<file path="config.mk">
export PLATFORM = sky130hd
export DESIGN_NAME = ws2812_chain
export DESIGN_NICKNAME = d
export VERILOG_FILES = /design/src/rtl/ws2812_chain.sv
export SDC_FILE = /design/constraint.sdc
export NUM_CORES = 1
export LEC_CHECK = 0
export CORE_ASPECT_RATIO = 0.6
export CORE_MARGIN = 1
export CORE_UTILIZATION = 55
export DETAILED_ROUTE_END_ITERATION = 10
export DONT_BUFFER_PORTS = 1
export GPL_ROUTABILITY_DRIVEN = 0
export PLACE_DENSITY = 0.77
export SYNTH_ARGS = -nofsm -noshare
export SYNTH_HDL_FRONTEND = slang
export SYNTH_SLANG_ARGS = --single-unit
</file>
<file path="constraint.sdc">
create_clock -name clk -period 3.1 [get_ports clk]
set_input_delay 0.31 -clock clk [delete_from_list [all_inputs] [get_ports clk]]
set_output_delay 0.31 -clock clk [all_outputs]
set_load 0.005 [all_outputs]
</file>
<file path="src/rtl/ws2812_chain.sv">
// ws2812_chain
// Holds a buffer of NUM_LEDS 24-bit pixel colours, written through a
// random-access port. On request it serialises the whole buffer onto one
// WS2812 data line, then holds the line low for the latch gap. In auto mode
// the next frame follows the gap directly.
//
// Ports:
//   clk         system clock
//   reset_n     asynchronous active-low reset
//   rgb_data    pixel colour {R[23:16], G[15:8], B[7:0]}
//   led_num     pixel index for a write
//   write       store rgb_data at led_num on this edge
//   start       request one frame (ignored while busy)
//   auto_mode   retransmit continuously after each frame
//   busy        frame or latch gap in progress
//   frame_done  one-cycle pulse in the final cycle of the latch gap
//   data        WS2812 serial data line
module ws2812_chain #(
   parameter int NUM_LEDS = 8,
   parameter int CLK_HZ   = 12000000,
   parameter int T0H_NS   = 350,
   parameter int T1H_NS   = 700,
   parameter int BIT_NS   = 1250,
   parameter int RESET_US = 50
) (
   input  logic        clk,
   input  logic        reset_n,
   input  logic [23:0] rgb_data,
   input  logic [7:0]  led_num,
   input  logic        write,
   input  logic        start,
   input  logic        auto_mode,
   output logic        busy,
   output logic        frame_done,
   output logic        data
);

   localparam int T0H_CYC = (CLK_HZ / 1000) * T0H_NS / 1000000;
   localparam int T1H_CYC = (CLK_HZ / 1000) * T1H_NS / 1000000;
   localparam int BIT_CYC = (CLK_HZ / 1000) * BIT_NS / 1000000;
   localparam int RST_CYC = (CLK_HZ / 1000) * RESET_US / 1000;

   localparam int CW = $clog2(BIT_CYC + 1);
   localparam int GW = $clog2(RST_CYC + 1);
   localparam int PW = (NUM_LEDS > 1) ? $clog2(NUM_LEDS) : 1;

   localparam logic [CW-1:0] T0H_C     = CW'(T0H_CYC);
   localparam logic [CW-1:0] T1H_C     = CW'(T1H_CYC);
   localparam logic [CW-1:0] BIT_LAST  = CW'(BIT_CYC - 1);
   localparam logic [GW-1:0] GAP_LAST  = GW'(RST_CYC - 1);
   localparam logic [PW-1:0] PIX_LAST  = PW'(NUM_LEDS - 1);
   localparam logic [8:0]    LED_LIMIT = 9'(NUM_LEDS);

   typedef enum logic [1:0] {IDLE, SEND, GAP} state_t;

   state_t        state_q, state_d;
   logic [23:0]   pix_buf_q [NUM_LEDS];
   logic [23:0]   pix_buf_d [NUM_LEDS];
   logic [23:0]   shift_q, shift_d;
   logic [4:0]    bit_q, bit_d;
   logic [PW-1:0] pix_q, pix_d;
   logic [CW-1:0] cyc_q, cyc_d;
   logic [GW-1:0] gap_q, gap_d;
   logic          busy_q, busy_d;
   logic          done_q, done_d;
   logic          data_q, data_d;

   logic          launch;
   logic [PW-1:0] pix_next;
   logic [CW-1:0] cyc_next;

   // Buffer stores {R,G,B}; the wire wants G, R, B, each MSB first.
   function automatic logic [23:0] to_wire(input logic [23:0] c);
      return {c[15:8], c[23:16], c[7:0]};
   endfunction

   always_comb begin
      state_d   = state_q;
      pix_buf_d = pix_buf_q;
      shift_d   = shift_q;
      bit_d     = bit_q;
      pix_d     = pix_q;
      cyc_d     = cyc_q;
      gap_d     = gap_q;
      busy_d    = busy_q;
      data_d    = data_q;
      launch    = 1'b0;
      pix_next  = pix_q + 1'b1;
      cyc_next  = cyc_q + 1'b1;

      if (write && ({1'b0, led_num} < LED_LIMIT)) begin
         pix_buf_d[led_num[PW-1:0]] = rgb_data;
      end

      case (state_q)
         IDLE: begin
            launch = start;
         end
         SEND: begin
            if (cyc_q == BIT_LAST) begin
               cyc_d = '0;
               if (bit_q == 5'd23) begin
                  bit_d = '0;
                  if (pix_q == PIX_LAST) begin
                     state_d = GAP;
                     gap_d   = '0;
                     data_d  = 1'b0;
                  end else begin
                     // Reads the pre-edge buffer, so a same-edge write is not seen here.
                     pix_d   = pix_next;
                     shift_d = to_wire(pix_buf_q[pix_next]);
                     data_d  = 1'b1;
                  end
               end else begin
                  bit_d   = bit_q + 5'd1;
                  shift_d = {shift_q[22:0], 1'b0};
                  data_d  = 1'b1;
               end
            end else begin
               cyc_d  = cyc_next;
               data_d = (cyc_next < (shift_q[23] ? T1H_C : T0H_C));
            end
         end
         GAP: begin
            if (gap_q == GAP_LAST) begin
               if (auto_mode) begin
                  launch = 1'b1;
               end else begin
                  state_d = IDLE;
                  busy_d  = 1'b0;
                  data_d  = 1'b0;
               end
            end else begin
               gap_d = gap_q + 1'b1;
            end
         end
         default: begin
            state_d = IDLE;
            busy_d  = 1'b0;
            data_d  = 1'b0;
         end
      endcase

      if (launch) begin
         state_d = SEND;
         busy_d  = 1'b1;
         pix_d   = '0;
         bit_d   = '0;
         cyc_d   = '0;
         gap_d   = '0;
         shift_d = to_wire(pix_buf_q[0]);
         data_d  = 1'b1;
      end

      // Registered so the pulse sits exactly on the final gap cycle.
      done_d = (state_d == GAP) && (gap_d == GAP_LAST);
   end

   always_ff @(posedge clk or negedge reset_n) begin
      if (!reset_n) begin
         state_q <= IDLE;
         for (int i = 0; i < NUM_LEDS; i++) begin
            pix_buf_q[i] <= '0;
         end
         shift_q <= '0;
         bit_q   <= '0;
         pix_q   <= '0;
         cyc_q   <= '0;
         gap_q   <= '0;
         busy_q  <= 1'b0;
         done_q  <= 1'b0;
         data_q  <= 1'b0;
      end else begin
         state_q   <= state_d;
         pix_buf_q <= pix_buf_d;
         shift_q   <= shift_d;
         bit_q     <= bit_d;
         pix_q     <= pix_d;
         cyc_q     <= cyc_d;
         gap_q     <= gap_d;
         busy_q    <= busy_d;
         done_q    <= done_d;
         data_q    <= data_d;
      end
   end

   assign busy       = busy_q;
   assign frame_done = done_q;
   assign data       = data_q;

endmodule

</file>
## Word level (Yosys, flattened, before mapping)

Cells that the tools add are included.

| cells by class | value |
|---|---|
| add/sub/neg operators | 4 |
| order comparisons | 5 |
| equal/unequal tests | 14 |
| mux-type cells | 49 |
| bitwise logic cells | 2 |
| reductions and logical operators | 13 |

Operators by type and width:

| cell | number |
|---|---|
| 192-bit bitwise mux | 1 |
| 24-bit two-way mux | 8 |
| 24-bit binary-select mux with 3-bit select | 1 |
| 24-bit demux with 3-bit select | 1 |
| 10-bit two-way mux | 5 |
| 10-bit == test (second input constant) | 2 |
| 5-bit two-way mux | 4 |
| 10-bit case mux with 2 select lines | 1 |
| 4-bit two-way mux | 4 |
| 3-bit two-way mux | 5 |
| 2-bit two-way mux | 6 |
| 10-bit by 1-bit adder with 10-bit output (second input constant) | 1 |
| 1-bit two-way mux | 9 |
| 3-bit != test (second input constant) | 3 |
| 3-bit AND reduction | 3 |
| 4-bit >= comparator (second input constant) | 2 |
| 8-bit by 4-bit less-than comparator with 1-bit output (second input constant) | 1 |
| 3-bit inverter with 4-bit output | 2 |
| 2-bit case mux with 3 select lines | 1 |
| 2-bit nonzero test | 3 |
| 5-bit by 1-bit adder with 5-bit output (second input constant) | 1 |
| 5-bit == test (second input constant) | 1 |
| 4-bit by 1-bit adder with 4-bit output (second input constant) | 1 |
| 2-bit == test (second input constant) | 2 |
| 15 further kinds | 19 |

| word-level totals | value |
|---|---|
| flip-flop bits (word level) | 243 |
| bits of input ports | 37 |
| output and inout port bits | 3 |
| word-level logic and storage cells | 104 |

## Longest topological paths before layout

Gate-level depths: netlist of the first run.

| depth | value |
|---|---|
| depth after elaboration | 10 |
| depth in mapped cells | 11 |
| depth with buffers taken out | 8 |

## Worst setup path after synthesis of the first run

Ideal clock, no wire load.

| timing | value |
|---|---|
| kind | reg-to-reg |
| start | reg state_q[1] |
| end | reg done_q (netlist: frame_done) |
| setup time | 68 ps |
| arrival | 2026 ps |
| data required time | 3032 ps |
| path slack | 1006 ps |
| stages on the path, launching flop included | 9 |
| path buffers | 2 |
| period minus slack after synthesis | 2094 ps |
| cell sequence | dfrtp_1 > clkbuf_1 > inv_1 > ha_1 > clkbuf_1 > nand2_1 > a22oi_1 > nand4_1 > and4bb_1 |

| on the way | value |
|---|---|
| cells in the longest elaborated chain, start to end | 7 |
| elaborated cells on any way between the ends | 16 |
| classes of those cells | eq/ne (4); mux (10); reduce/logical (2) |

Ends and longest elaborated chain:

| what | RTL line | text |
|---|---|---|
| start: declaration | 56 | `state_t state_q, state_d;` |
| start signal: assignment | 174 | `state_q <= state_d;` |
| 2-bit two-way mux | 104 | `if (pix_q == PIX_LAST) begin` |
| 2-bit two-way mux | 102 | `if (bit_q == 5'd23) begin` |
| 2-bit two-way mux | 100 | `if (cyc_q == BIT_LAST) begin` |
| 2-bit case mux with 3 select lines | 95 | `case (state_q)` |
| 2-bit two-way mux | 144 | `if (launch) begin` |
| 2-bit == test | 156 | `done_d = (state_d == GAP) && (gap_d == GAP_LAST);` |
| 1-bit logical AND * | 156 |  |
| via done_d | 65 | `logic done_q, done_d;` |
| end signal: assignment | 182 | `done_q <= done_d;` |
| end: declaration | 65 |  |

The timed path passes the listed nets; every way through them passes the cells marked *.
A chain may end at the register's enable or synchronous reset.

## Worst setup path after layout of the first run

| timing | value |
|---|---|
| start | reg state_q[0] |
| end | reg done_q (netlist: frame_done) |

| on the way | value |
|---|---|
| elaborated cells on any way between the ends | 16 |
| classes of those cells | eq/ne (4); mux (10); reduce/logical (2) |

RTL lines:

| what | RTL line | text |
|---|---|---|
| 2-bit == test (tied with other cells) | 95 |  |
| 10-bit case mux with 2 select lines / 1-bit case mux with 2 select lines (equally long branches) | 95 |  |
| 10-bit two-way mux * | 144 |  |
| via gap_d[2] | 63 | `logic [GW-1:0] gap_q, gap_d;` |
| 10-bit == test * | 156 |  |
| 1-bit logical AND * | 156 |  |
| via done_d | 65 |  |

Marks and branches as above.

==> results of run 1 <==
kinds of logic (layout without fill, tap and decap cells):
logic type / Yosys count / count (layout)
fa+ha+maj: 11 / 11
simple gates: 121 / 121
flops: 243 / 243
xor+xnor: 3 / 3
compound gates: 153 / 153
buf+inv: 66 / 95
mux: 266 / 266
per-stage QoR:
stage / power [µW] / hold WS (ps) / cells
6_report: 7450 / -514 / 1165
5_1_grt: 7770 / -534 / 1165
4_1_cts: 7510 / -530 / 1165
3_5_place_dp: 4450 / 22.0 / 1099
3_3_place_gp: 4420 / 22.5 / 1099
2_1_floorplan: 4230 / 14.4 / 863
metal layers:
metal  up-vias  GRT usage  part of all wire
li1       3251          -                 -
met1      3771      0.368              0.47
met2       229      0.373              0.45
met3        34     0.0476             0.067
met4         0     0.0405             0.014
met5         -          0                 0
flip-flops by register name, indices dropped and copies added, names as in the netlist:
signal,count
bit_q,5
gap_q,10
cyc_q,4
shift_q,24
pix_buf_q,192
pix_q,3
state_q,2
frame_done,1
busy,1
data,1
cells in the mapped netlist, drive strengths merged (4+ instances only):
cell,count,area share
buf,37,0.023
dfrtp,243,0.52
nor2,16,0.0054
mux4,48,0.093
nand4,4,0.0021
nand3,12,0.0056
mux2,194,0.19
nand2,52,0.017
and2,7,0.0037
nor3,7,0.0040
o31ai,6,0.0050
nor3b,4,0.0049
mux2i,24,0.021
o21ai,66,0.029
a21oi,57,0.024
ha,11,0.012
inv,10,0.0032
clkbuf,19,0.0061
worst max-delay path: stages (launching register included):
cell and delay [ps]:
dfrtp_1 490, inv_1 180, ha_1 400, and4_1 310, a21o_1 270, buf_4 260, a211oi_2 230, o211ai_1 200
and4bb_1 300
layout make-up:
class	count	area, µm²
clock buffer	30	672
clock inverter	11	139
fill	1541	7470
inverter	10	37.5
multi-input combinational	554	5240
sequential	243	6080
tap	273	342
timing repair buffer	44	430
power breakdown:
group	leakage [µW]	switching, µW	internal (µW)
sequential	0.00334	165	3410
combinational	0.00217	509	386
clock	0.000400	1210	1780
total	0.00591	1890	5570
final timing paths:
path | from | endpoint | slack, ps | depth (start not counted)
worst min-delay path | reset_n | pix_buf_q[50] | -510 | 0
max in group asynchronous | reset_n | pix_buf_q[45] | 3230 | 0
worst max-delay path | state_q[0] | frame_done | 380 | 8
worst max register to register | state_q[0] | frame_done | 380 | 8
worst min register to register | shift_q[8] | shift_q[8] | 490 | 2
min in group clk | auto_mode | data | 180 | 4
==> flow_summary.toml, run 1 <==
[finish]
design_area_mm2 = 0.0129
antenna_cells = 0
drive_above_1_share = 0.357
final_common_cell = "dfrtp_1"
final_cell_mix = "dfrtp_1 (242), mux2_2 (193), o21ai_0 (62)"
layout.nets = 924
finish.utilization = 0.634
syn_to_final_growth_pct = 10.8

[clock_network]
cts_tree = "done"
clkLatencyLatePin_ps = 510
cts-root-buf = "clkbuf_16"
cts_setup_buffers = 0
cts_num_sinks = 243
cts_buffer_depth = 3
cts_made_buffers = 23
post_cts_resized = 0
htreeDepth = 1
clk_pin_slew_ps = 70
ctsHoldBuffers = 25

[placement]
dpl.hpwl_mm = 15.2
port_buffers = 0
pre_cts_ws_ps = 486
postPlaceCellArea_mm2 = 0.0119

[global_route]
antenna_found_initial = 0
track_usage = 0.243
grt_max_degree = 244
gr-total-overflow = 0
grt_pass1_vias = 7558
grt_pass1_wl_mm = 41.6

[status]
violations = "hold timing"
outcome = "finished with violations"

[timing]
period_share = 0.876
setup-tns-final_ps = 0
fin_worst_skew_ps = 13.7
grt_setup_unrepaired = "false"
worst_pin_slew_ps = 783
setup_violations = 0
clock.fmax_mhz = 368
whs_ps = -514
max_slew_margin = 0.476
slew_viol_final = 0
fin_crit_ps = 2720
hold_viol = 243
timing.final.ws_setup_ps = 384

[setup_path]
path_max_fanout = 22
crit_path_end_kind = "flip-flop"
required_ps = 3550
startpoint_type = "flip-flop"
crit_type = "reg -> reg"
crit_arrival_ps = 3160

[yosys]
synth_edf_count = 0
ys_ff_latch = 243
synth_flop_cell = "dfrtp_1"
synth_fa_ha_area_frac = 0.0118
synthSimpleGateAreaFrac = 0.0585
synth_top_family_by_area = "multiplexers"
synth_xor_area_frac = 0.00225
syn_area_per_cell_um2 = 13.5
synth_compound_area_frac = 0.0747
synth_nets = 911
async_reset_ff_frac = 1.00
muxShareOfSynthArea = 0.300
syn_area_mm2 = 0.0117
netlist_instances = 863
seq_area_frac_synth = 0.521
yosysWarnings = 0
synth.distinct_cells = 62

[route]
via_per_inst = 6.25
drc = 0
post_drt_wl_per_cell_um = 21.6
wirelength_mm = 25.1
via_count = 7285
ant_nets = 0
drtPass1Iterations = 6
first_iter_violations = 626

[power]
power_density_mw_per_mm2 = 576
p_leak_uw = 0.00591
peakVddDrop_mv = 0.531

[floorplanning]
io_pins = 40
die_w_um = 190
core_mm2 = 0.0204
dieArea_mm2 = 0.0218
die_h_um = 115
num_rows = 40
initial_core_util = 0.572

[flow_run]
max-cap-violations = 0

[worst_hold_path]
hold_class = "in -> async"
Power figures use the tool's default switching activity.
==> run 2: changes to the inputs <==
Settings changed: CORE_UTILIZATION 55 to 40, CTS_BUF_LIST set to sky130_fd_sc_hd__clkbuf_4, PLACE_DENSITY 0.77 to 0.61.
==> run 2 against run 1 <==
Count of clock-buffer cells in the layout increased by 50. Flip-flop and latch count did not move. Sequential power about the same. Combinational power up 2%. First-iteration DRC count fell by 6.4%. Cell count is 14% higher. Register-to-register slack worse by 80 ps. Die area up 37%. Non-clock buffer count increased by 3. Clock skew is 22 ps higher. The flow still finishes with violations (hold timing). Critical endpoint is now shift_q[4]. Critical path depth down 3. Largest power group unchanged. Worst hold slack worse by 190 ps.
==> flow_summary.toml, run 2 (same netlist as run 1, synthesis figures left out) <==
[power]
p_seq_frac = 0.508
pwr-share-clk = 0.362
p_leak_uw = 0.00593
p_switching_uw = 1930
finalPower_uw = 7000
switching_share = 0.276
combPwrFrac = 0.130
peakVddDrop_mv = 0.280
power_density_mw_per_mm2 = 539
internal_power_uw = 5060

[timing]
timing.final.ws_setup_ps = 308
worst_pin_slew_ps = 1090
fin_worst_skew_ps = 35.8
setup_violations = 0
fin_crit_ps = 2790
grt_setup_unrepaired = "false"
setup-tns-final_ps = 0
slew_viol_final = 0
max_slew_margin = 0.267
hold_viol = 243
whs_ps = -701
period_share = 0.901
clock.fmax_mhz = 358

[global_route]
grt_pass1_vias = 7466
grt_pass1_wl_mm = 42.2
track_usage = 0.180
gr-total-overflow = 0
grt_max_degree = 244
antenna_found_initial = 0

[floorplanning]
dieArea_mm2 = 0.0299
die_w_um = 223
die_h_um = 134
io_pins = 40
core_mm2 = 0.0287
num_rows = 48
initial_core_util = 0.407

[placement]
pre_cts_ws_ps = 374
dpl.hpwl_mm = 15.2
port_buffers = 0

[clock_network]
ctsHoldBuffers = 26
cts_made_buffers = 56
cts_tree = "done"
cts-root-buf = "clkbuf_4"
cts_buffer_depth = 3
htreeDepth = 2
post_cts_resized = 0
cts_setup_buffers = 0
clkLatencyLatePin_ps = 710
clk_pin_slew_ps = 70
cts_num_sinks = 243

[worst_hold_path]
hold_class = "in -> async"

[status]
violations = "hold timing"
outcome = "finished with violations"

[flow_run]
max-cap-violations = 0

[finish]
drive_above_1_share = 0.383
final_cell_mix = "dfrtp_1 (242), mux2_2 (193), clkbuf_4 (80)"
largest_reg_flops = 192
reg_top3 = "pix_buf_q (192), shift_q (24), gap_q (10)"
multiInputGateArea_mm2 = 0.00524
final_common_cell = "dfrtp_1"
largest-register = "pix_buf_q"
seqCellArea_mm2 = 0.00608
fill_cells = 2662
layout.nets = 960
finish.utilization = 0.452
antenna_cells = 0
syn_to_final_growth_pct = 11.1

[route]
via_per_inst = 5.54
first_iter_violations = 586
drtPass1Iterations = 5
wirelength_mm = 25.6
via_count = 7334
post_drt_wl_per_cell_um = 19.3
ant_nets = 0
drc = 0

[setup_path]
reg2reg_slack_ps = 310
path_buf_inv = 0
crit_slowest_cell = "o21ai_4"
path_max_fanout = 48
crit_arrival_ps = 3320
startpoint_type = "flip-flop"
cpPeakStageDelay_ps = 870
cp_cell_sequence = "ha_1 -> and4_1 -> a21o_1 -> o21ai_4 -> o21ai_0"
crit_family = "compound AO/OA/AOI/OAI gates"
crit_path_end_kind = "flip-flop"
crit_type = "reg -> reg"
required_ps = 3630
run 2: metrics by stage:
stage / std cells / area, µm² / hold WS, ps
detailed placement: 1203 / 12000 / 22.6
floorplan: 863 / 11700 / 14.4
global route: 1325 / 13000 / -785
CTS: 1325 / 13000 / -796
finish: 1325 / 13000 / -701
global placement: 1203 / 12000 / 25.6
run 2: power groups by stage:
stage	logic [µW]	registers [µW]	clock network [µW]
after CTS	905	3550	2640
final	909	3550	2530
after detailed placement	833	3610	0
after floorplan	656	3570	0
after global routing	1020	3580	2810
after global placement	821	3610	0
run 2: final cells by class:
type | count | share of cell area
sequential | 243 | 0.469
multi-input combinational | 554 | 0.404
clock buffer | 80 | 0.0463
tap | 375 | 0.0361
timing repair buffer | 47 | 0.0351
clock inverter | 16 | 0.00704
inverter | 10 | 0.00289
run 2: metal layers:
metal	up-vias	GRT usage	part of all wire
met5	-	0	0
met4	0	0.0487	0.015
met1	3752	0.282	0.52
met3	38	0.0462	0.061
li1	3343	-	-
met2	201	0.241	0.40
run 2: worst paths after layout:
kind	cells past startpoint	end	startpoint
max reg2reg	5	shift_q[4]	state_q[1]
max	5	shift_q[4]	state_q[1]
min	0	pix_buf_q[49]	reset_n
min in group clk	3	pix_buf_q[23]	led_num[2]
max in group asynchronous	0	pix_buf_q[21]	reset_n
min reg2reg	2	shift_q[14]	shift_q[14]
